$ cat src/rtl/sudoku_hex_serializer.sv
// Captures a packed sudoku digit grid on load and streams it one cell per
// valid/ready transfer in row-major order, with row/col/last tags, a blank
// cell counter and a sticky illegal-digit flag.
module sudoku_hex_serializer #(
  parameter int unsigned N  = 9,
  parameter int unsigned DW = 4
) (
  input  logic              clk,
  input  logic              rst,
  input  logic              load,
  input  logic [N*N*DW-1:0] hex_in,
  output logic              busy,
  output logic              out_valid,
  input  logic              out_ready,
  output logic [DW-1:0]     out_digit,
  output logic [3:0]        out_row,
  output logic [3:0]        out_col,
  output logic              out_last,
  output logic              done,
  output logic [6:0]        blank_cnt,
  output logic              digit_err
);

  localparam int unsigned CELLS = N * N;
  localparam int unsigned GW    = CELLS * DW;
  localparam int unsigned IW    = 7;

  typedef enum logic [1:0] {
    S_IDLE,
    S_STREAM,
    S_DONE
  } state_t;

  state_t          state;
  state_t          state_d;
  logic            accept;
  logic            xfer;
  logic [GW-1:0]   shadow;
  logic [IW-1:0]   idx;

  // State register
  always_ff @(posedge clk) begin
    if (rst) begin
      state <= S_IDLE;
    end else begin
      state <= state_d;
    end
  end

  // Next-state decode; load is only honoured while idle
  always_comb begin
    state_d = state;
    accept  = 1'b0;
    xfer    = 1'b0;
    case (state)
      S_IDLE: begin
        if (load) begin
          accept  = 1'b1;
          state_d = S_STREAM;
        end
      end
      S_STREAM: begin
        xfer = out_valid & out_ready;
        if (xfer && out_last) begin
          state_d = S_DONE;
        end
      end
      S_DONE: begin
        state_d = S_IDLE;
      end
      default: begin
        state_d = S_IDLE;
      end
    endcase
  end

  // Datapath: shadow grid shifts down one cell per transfer so the next
  // digit is always at a fixed position
  always_ff @(posedge clk) begin
    if (rst) begin
      busy      <= 1'b0;
      done      <= 1'b0;
      out_valid <= 1'b0;
      out_last  <= 1'b0;
      out_digit <= '0;
      out_row   <= '0;
      out_col   <= '0;
      blank_cnt <= '0;
      digit_err <= 1'b0;
      shadow    <= '0;
      idx       <= '0;
    end else begin
      busy <= (state_d != S_IDLE);
      done <= (state_d == S_DONE);
      if (accept) begin
        shadow    <= hex_in;
        out_digit <= hex_in[DW-1:0];
        out_valid <= 1'b1;
        out_last  <= (CELLS == 1);
        out_row   <= '0;
        out_col   <= '0;
        idx       <= '0;
        blank_cnt <= '0;
        digit_err <= 1'b0;
      end else if (xfer) begin
        blank_cnt <= blank_cnt + 7'(out_digit == '0);
        digit_err <= digit_err | (out_digit > DW'(N));
        if (out_last) begin
          out_valid <= 1'b0;
          out_last  <= 1'b0;
          out_digit <= '0;
          out_row   <= '0;
          out_col   <= '0;
          idx       <= '0;
        end else begin
          shadow    <= shadow >> DW;
          out_digit <= shadow[2*DW-1:DW];
          idx       <= idx + IW'(1);
          out_last  <= (idx == IW'(CELLS - 2));
          if (out_col == 4'(N - 1)) begin
            out_col <= '0;
            out_row <= out_row + 4'd1;
          end else begin
            out_col <= out_col + 4'd1;
          end
        end
      end
    end
  end

endmodule

$ cat config.mk
export PLATFORM = sky130hd
export DESIGN_NAME = sudoku_hex_serializer
export DESIGN_NICKNAME = d
export VERILOG_FILES = /design/src/rtl/sudoku_hex_serializer.sv
export SDC_FILE = /design/constraint.sdc
export NUM_CORES = 1
export LEC_CHECK = 0
export ABC_AREA = 1
export CORE_UTILIZATION = 30
export CTS_CLUSTER_DIAMETER = 60
export CTS_CLUSTER_SIZE = 40
export DETAILED_ROUTE_END_ITERATION = 8
export GPL_TIMING_DRIVEN = 0
export PLACE_DENSITY_LB_ADDON = 0.12
export RECOVER_POWER = 50
export SYNTH_ARGS = -nofsm -noshare
export SYNTH_HDL_FRONTEND = slang
export SYNTH_SLANG_ARGS = --single-unit
$ cat constraint.sdc
create_clock -name clk -period 3.95 [get_ports clk]
set_input_delay 0.395 -clock clk [delete_from_list [all_inputs] [get_ports clk]]
set_output_delay 0.395 -clock clk [all_outputs]
set_load 0.02 [all_outputs]
==> impl_metrics.sql, run 1 <==
INSERT INTO impl_metrics (metric_group, metric, value, unit) VALUES
('timing', 'report.final.setup_viol', '0', ''),
('synthesis', 'yosysUniqueCellTypes', '26', ''),
('timing', 'maxClockFrequency', '0.3829', 'GHz'),
('die', 'die_width', '240.0', 'µm'),
('synthesis', 'syn_area_per_cell', '6.380', 'µm²'),
('detailed_routing', 'antenna_left', '0', ''),
('grt', 'grt.total_usage', '0.1962', ''),
('timing', 'setup_repair_after_global_routing_missed_its_margin', 'false', ''),
('grt', 'grt_max_degree', '19', ''),
('hold_path', 'timing.hold.worst.class', 'input port to register', ''),
('grt', 'antenna_found_initial', '8', ''),
('detailed_routing', 'post_detailed_route_wirelength_per_cell', '15.22', 'µm'),
('finish', 'mostFrequentLayoutCells', 'nand2_1 (1327), dfxtp_1 (353), a21oi_1 (332)', ''),
('cts', 'cts_buffer_depth', '3', ''),
('grt', 'grt_pass1_vias', '17220', ''),
('critical_path', 'cp-end-kind', 'register', ''),
('timing', 'least_margin_pin_slew', '0.8321', 'ns'),
('run', 'cap_viol_max_count', '0', ''),
('finish', 'area_growth', '33.50', '%'),
('finish', 'final-instance-count-excl-fill', '3831', ''),
('synthesis', 'synth_seq_area_share', '0.4158', ''),
('detailed_routing', 'dr_total_vias', '18150', ''),
('finish', 'filler_cell_count', '5994', ''),
('timing', 'final_critical_delay_including_setup_and_external_delays', '2.611', 'ns'),
('detailed_routing', 'drt-vias-per-instance', '4.737', ''),
('timing', 'skew', '0.02251', 'ns'),
('placement', 'gpl.final_weighted_congestion', '0.8165', ''),
('critical_path', 'critical_path_required', '4.43', 'ns'),
('finish', 'layout.area.seq', '7067', 'µm²'),
('critical_path', 'cp_data_arrival_time', '3.09', 'ns'),
('placement', 'place.detailed.hpwl', '42780', 'µm'),
('cts', 'worst_setup_hold_path_clk_slew', '0.07', 'ns'),
('grt', 'grt-ovfl-total', '0', ''),
('critical_path', 'timing.setup.critical_path_class', 'register to register', ''),
('synthesis', 'synth.largest_area_cell', 'dfxtp_1', ''),
('timing', 'maxSlewHeadroom', '0.4453', ''),
('die', 'die_height', '240.0', 'µm'),
('cts', 'clock_insertion_delay_worst_skew', '0.56', 'ns'),
('detailed_routing', 'drt_first_pass_iters', '5', ''),
('synthesis', 'synth_xor_area_frac', '0.0005154', ''),
('power', 'p_per_area', '396.8', 'nW/µm²'),
('finish', 'drive_gt1_frac', '0.05648', ''),
('synthesis', 'synth_largest_type_area_fraction', '0.4158', ''),
('cts', 'post_cts_hold_buffer_count', '0', ''),
('synthesis', 'area_share_of_and_or_nand_nor_cells_after_synthesis', '0.4049', ''),
('cts', 'clock_tree.htree_level_count', '2', ''),
('finish', 'postLayoutCellArea', '22690', 'µm²'),
('detailed_routing', 'initialDrtViolationCount', '998', ''),
('synthesis', 'syn_inst', '2664', ''),
('run_status', 'status', 'completed', ''),
('synthesis', 'synth-compound-area-share', '0.1031', ''),
('die', 'floorplan.initialDensity', '0.3061', ''),
('synthesis', 'yosys_register_bits', '353', ''),
('power', 'post-layout-total-power', '0.009003', 'W'),
('synthesis', 'synth.area.top_cells', 'dfxtp_1 (42%), nand2_1 (29%), a21oi_1 (9.8%)', ''),
('finish', 'multi_input_area', '8713', 'µm²'),
('timing', 'whs', '0.4195', 'ns'),
('finish', 'most_frequent_standard_cell_in_the_layout_excluding_fill_and_tap_cells', 'nand2_1', ''),
('cts', 'postCtsResizedCells', '0', ''),
('timing', 'maxSlewViolCount', '0', ''),
('die', 'ios', '352', ''),
('cts', 'cts_setup_buffers', '0', ''),
('synthesis', 'post_synth_mux_area_share', '0', ''),
('placement', 'io_buffer_count', '350', ''),
('critical_path', 'type_of_element_launching_the_critical_path', 'register', ''),
('synthesis', 'ys_warn_count', '0', ''),
('cts', 'tritoncts.num_buffers', '37', ''),
('power', 'vdd_drop_max', '0.0002873', 'V'),
('placement', 'post-place-cells', '3762', ''),
('cts', 'numClockSinks', '353', ''),
('cts', 'root_buffer', 'clkbuf_16', '');
-- worst max-delay path, cell delays in order (launching register included) --
cell and delay, ns:
dfxtp_1 0.34, inv_1 0.06, nand3_1 0.15, clkbuf_1 0.57
clkbuf_1 0.64, clkbuf_1 0.46, nand3_1 0.13, a21oi_1 0.17
-- path summary, 6_finish.rpt --
| path | from | end | slack (ns) | depth (start not counted) |
|---|---|---|---|---|
| setup / recovery | state[0] | shadow[102] | 1.34 | 7 |
| hold / removal | hex_in[320] | shadow[320] | 0.42 | 3 |
| setup reg to reg | state[0] | shadow[102] | 1.34 | 7 |
| hold reg to reg | shadow[5] | out_digit[1] | 0.47 | 2 |
-- report_power, final --
part | switching [W] | leakage, nW | total, W | internal (W)
sequential | 0.0000852 | 2.87 | 0.00381 | 0.00372
combinational | 0.000822 | 5.91 | 0.00145 | 0.000626
clock | 0.00164 | 0.615 | 0.00375 | 0.00210
total | 0.00255 | 9.40 | 0.00900 | 0.00645
-- area by class of cell --
cell class | count | area share
clock inverters | 21 | 0.01224
plain buffers | 215 | 0.04759
multi-input cells | 2065 | 0.3841
inverters | 31 | 0.005129
clock buffers | 46 | 0.04362
flip-flops and latches | 353 | 0.3115
repair buffers | 350 | 0.1544
well taps | 748 | 0.04125
diodes | 2 | 0.0002206
-- sequential cells by signal, summed over array words and instances (netlist names), 2 cells and up --
signal     flops
blank_cnt      7
idx            7
out_col        4
out_digit      4
out_row        4
shadow       320
state          2
-- synthesized netlist by cell type --
| cell type | count |
|---|---|
| inv_1 | 27 |
| nand3_2 | 1 |
| buf_1 | 17 |
| nand3_1 | 329 |
| nor2_1 | 36 |
| nor4_1 | 1 |
| ha_1 | 6 |
| nand3b_1 | 1 |
| and3_1 | 1 |
| buf_2 | 91 |
| nand2_1 | 1327 |
| buf_4 | 2 |
| o21ai_0 | 10 |
| buf_6 | 22 |
| dfxtp_1 | 353 |
| a21oi_1 | 332 |
| or2_2 | 1 |
| inv_2 | 4 |
| o21bai_1 | 3 |
| clkbuf_1 | 83 |
| xor2_1 | 1 |
| a31oi_1 | 3 |
| nor2_4 | 1 |
| nand4_1 | 6 |
| nand2_2 | 3 |
| nor3_1 | 3 |
-- stage by stage --
step | setup slack (ns) | utilization
final | 1.339 | 0.4086
after global routing | 1.128 | 0.4085
after floorplan | 2.243 | -
after CTS | 1.818 | 0.4089
after global placement | 1.407 | 0.3860
after detailed placement | 1.342 | 0.3860
-- routing by layer --
| metal | routed length (µm) | share of wire | vias to the layer above | global-route usage |
|---|---|---|---|---|
| li1 | - | - | 9327 | - |
| met1 | 26700 | 0.46 | 8339 | 0.2612 |
| met2 | 27420 | 0.47 | 402 | 0.3257 |
| met3 | 2975 | 0.051 | 73 | 0.03410 |
| met4 | 1154 | 0.020 | 8 | 0.05115 |
| met5 | 47 | 0.00081 | - | 0 |
-- kinds of logic after synthesis --
| family | count (synthesis) |
|---|---|
| compound gates | 348 |
| xor+xnor | 1 |
| fa+ha+maj | 6 |
| buf+inv | 246 |
| flops | 353 |
| simple gates | 1710 |
Power figures use the tool's default switching activity.
==> run 2: changes to the inputs <==
- clock period: 3.95 -> 2.43 ns (I/O delays scaled with it)
==> run 2 against run 1 <==
  * Maximum frequency grew 20%
  * Critical endpoint is now shadow[112]
  * Clock skew is essentially flat
  * Utilization shrank 0.074 points
  * Global-route usage is the same
  * Sequential cell count is the same
==> impl_metrics.sql, run 2 (same netlist as run 1, synthesis figures left out) <==
INSERT INTO impl_metrics (metric_group, metric, value, unit) VALUES
('grt', 'grt_busiest_layer', 'met2', ''),
('cts', 'tritoncts.num_buffers', '37', ''),
('critical_path', 'cp_slowest_cell', 'dfxtp_1', ''),
('power', 'p_leak', '9.379', 'nW'),
('grt', 'first_pass_grt_wire_length', '90110', 'µm'),
('critical_path', 'timing.critical_path.max_delay_family', 'simple AND/OR/NAND/NOR gates', ''),
('timing', 'report.final.setup_viol', '0', ''),
('detailed_routing', 'post-route-drc-count', '0', ''),
('critical_path', 'setup.worst_path.start', 'out_valid', ''),
('finish', 'largest-register', 'shadow', ''),
('cts', 'root_buffer', 'clkbuf_16', ''),
('grt', 'grt.met1_usage', '0.2612', ''),
('finish', 'most_frequent_standard_cell_in_the_layout_excluding_fill_and_tap_cells', 'nand2_1', ''),
('die', 'std_cell_rows', '86', ''),
('critical_path', 'critPathBufInv', '3', ''),
('critical_path', 'cp-end-kind', 'register', ''),
('cts', 'cts_tree', 'done', ''),
('grt', 'grt_max_degree', '19', ''),
('finish', 'finalNetCount', '3387', ''),
('detailed_routing', 'dr_total_vias', '18160', ''),
('finish', 'final_core_util', '0.4079', ''),
('critical_path', 'critPathMaxStageDelay', '0.38', 'ns'),
('grt', 'met2_track_utilization_from_global_routing', '0.3257', ''),
('grt', 'grt.total_usage', '0.1962', ''),
('critical_path', 'cp_data_arrival_time', '2.65', 'ns'),
('hold_path', 'timing.hold.worst.class', 'input port to register', ''),
('critical_path', 'timing.setup.critical_path_class', 'register to register', ''),
('detailed_routing', 'drt-vias-per-instance', '4.741', ''),
('critical_path', 'crit_path_max_fanout', '10', ''),
('die', 'die_height', '240.0', 'µm'),
('critical_path', 'crit_path_top_cell_by_count', 'nand2_1', ''),
('cts', 'post_cts_hold_buffer_count', '0', ''),
('detailed_routing', 'post_detailed_route_wirelength_per_cell', '15.21', 'µm'),
('detailed_routing', 'initialDrtViolationCount', '953', ''),
('grt', 'grt_pass1_vias', '17220', ''),
('timing', 'whs', '0.2656', 'ns'),
('power', 'p_per_area', '645.6', 'nW/µm²'),
('finish', 'largest_register_ff_count', '320', ''),
('cts', 'cts_buffer_depth', '3', ''),
('timing', 'maxClockFrequency', '0.4603', 'GHz'),
('cts', 'clock_tree.htree_level_count', '2', ''),
('hold_path', 'worst_hold_startpoint', 'hex_in[320]', ''),
('grt', 'antenna_found_initial', '8', ''),
('timing', 'maxSlewViolCount', '0', ''),
('cts', 'clock_insertion_delay_worst_skew', '0.56', 'ns'),
('placement', 'place.detailed.hpwl', '42780', 'µm'),
('cts', 'postCtsResizedCells', '0', ''),
('timing', 'maxSlewHeadroom', '0.4346', ''),
('die', 'die_width', '240.0', 'µm'),
('grt', 'grt-ovfl-total', '0', ''),
('cts', 'worst_setup_hold_path_clk_slew', '0.07', 'ns'),
('timing', 'timing_hold_violations_final', '0', ''),
('die', 'fp.dieArea', '57600', 'µm²'),
('finish', 'area_growth', '33.25', '%'),
('finish', 'largestRegisters', 'shadow: 320 flops, blank_cnt: 7 flops, idx: 7 flops', ''),
('critical_path', 'ordered_list_of_cells_on_the_worst_path', 'nand2_1 -> nor2_4 -> nand2_2 -> nand2_1 -> buf_4 -> buf_6 -> clkbuf_2 -> nand2_1 -> a21oi_1', ''),
('cts', 'numClockSinks', '353', ''),
('timing', 'final_critical_delay_including_setup_and_external_delays', '2.172', 'ns'),
('detailed_routing', 'drt_first_pass_iters', '7', ''),
('timing', 'least_margin_pin_slew', '0.8481', 'ns'),
('detailed_routing', 'wire_length_after_detailed_routing', '58280', 'µm'),
('critical_path', 'type_of_element_launching_the_critical_path', 'register', ''),
('grt', 'globalRouteMet3Util', '0.03410', ''),
('timing', 'final_cycle_share', '0.8940', ''),
('critical_path', 'regToRegStartpoint', 'out_valid', ''),
('placement', 'io_buffer_count', '350', ''),
('placement', 'gpl.final_weighted_congestion', '0.8165', ''),
('run_status', 'status', 'completed', ''),
('timing', 'setup_repair_after_global_routing_missed_its_margin', 'false', ''),
('timing', 'skew', '0.02248', 'ns'),
('finish', 'mostFrequentLayoutCells', 'nand2_1 (1328), dfxtp_1 (353), a21oi_1 (332)', ''),
('die', 'floorplan.core_area', '55520', 'µm²'),
('finish', 'filler_cell_count', '6002', ''),
('finish', 'drive_gt1_frac', '0.05518', ''),
('power', 'vdd_drop_max', '0.0004667', 'V'),
('critical_path', 'critical_path_required', '2.91', 'ns'),
('cts', 'cts_setup_buffers', '0', ''),
('detailed_routing', 'antenna_left', '0', ''),
('die', 'ios', '352', ''),
('die', 'floorplan.initialDensity', '0.3061', ''),
('run', 'cap_viol_max_count', '0', '');
==> run 2: power breakdown <==
group          switching, W  internal, W  leakage, nW  total, W
Clock               0.00268      0.00342        0.615   0.00610
Sequential         0.000138      0.00605         2.87   0.00619
Combinational       0.00133      0.00100         5.89   0.00234
Total               0.00415       0.0105         9.38    0.0146
==> run 2: final timing paths <==
kind                        to  slack, ns  cells after the start
hold reg to reg   out_digit[1]       0.47                      2
setup / recovery   shadow[112]       0.26                      9
hold / removal     shadow[320]       0.27                      3
setup reg to reg   shadow[112]       0.26                      9
==> run 2: final cells by class <==
cell class              instances  area [µm²]  area share
well taps                     748       935.9     0.04133
multi-input cells            2065        8711      0.3846
clock buffers                  46       989.7     0.04370
repair buffers                350        3503      0.1547
inverters                      31       116.4    0.005138
diodes                          2       5.005   0.0002210
flip-flops and latches        353        7067      0.3120
plain buffers                 215        1041     0.04597
clock inverters                21       277.8     0.01227
==> run 2: routing by layer <==
metal / vias up / share of wire
li1: 9331 / -
met1: 8346 / 0.46
met2: 406 / 0.47
met3: 71 / 0.052
met4: 8 / 0.020
met5: - / 0.00081
==> run 2: worst reg2reg max path, cell delays in order, from the launching register on <==
cell and delay (ns):
dfxtp_1 0.38, nand2_1 0.18, nor2_4 0.31, nand2_2 0.16, nand2_1 0.12, buf_4 0.24
buf_6 0.22, clkbuf_2 0.27, nand2_1 0.09, a21oi_1 0.13
==> run 2: through the flow <==
step | std cells | instance area (µm²) | power (W) | setup WS, ns | TNS (ns)
after global routing | 3829 | 22640 | 0.01532 | 0.08556 | 0
after floorplan | 2664 | 17000 | 0.007608 | 0.7229 | 0
after global placement | 3762 | 21430 | 0.008676 | 0.03937 | 0
after detailed placement | 3762 | 21430 | 0.008696 | -0.02610 | -0.1204
final | 3831 | 22650 | 0.01462 | 0.2577 | 0
after CTS | 3829 | 22700 | 0.01484 | 0.2978 | 0
==> run 3: changes to the inputs <==
- CAP_MARGIN: not set -> 20
==> results of run 3 <==
No change in the layout: final DEF, timing and power equal those of run 2.
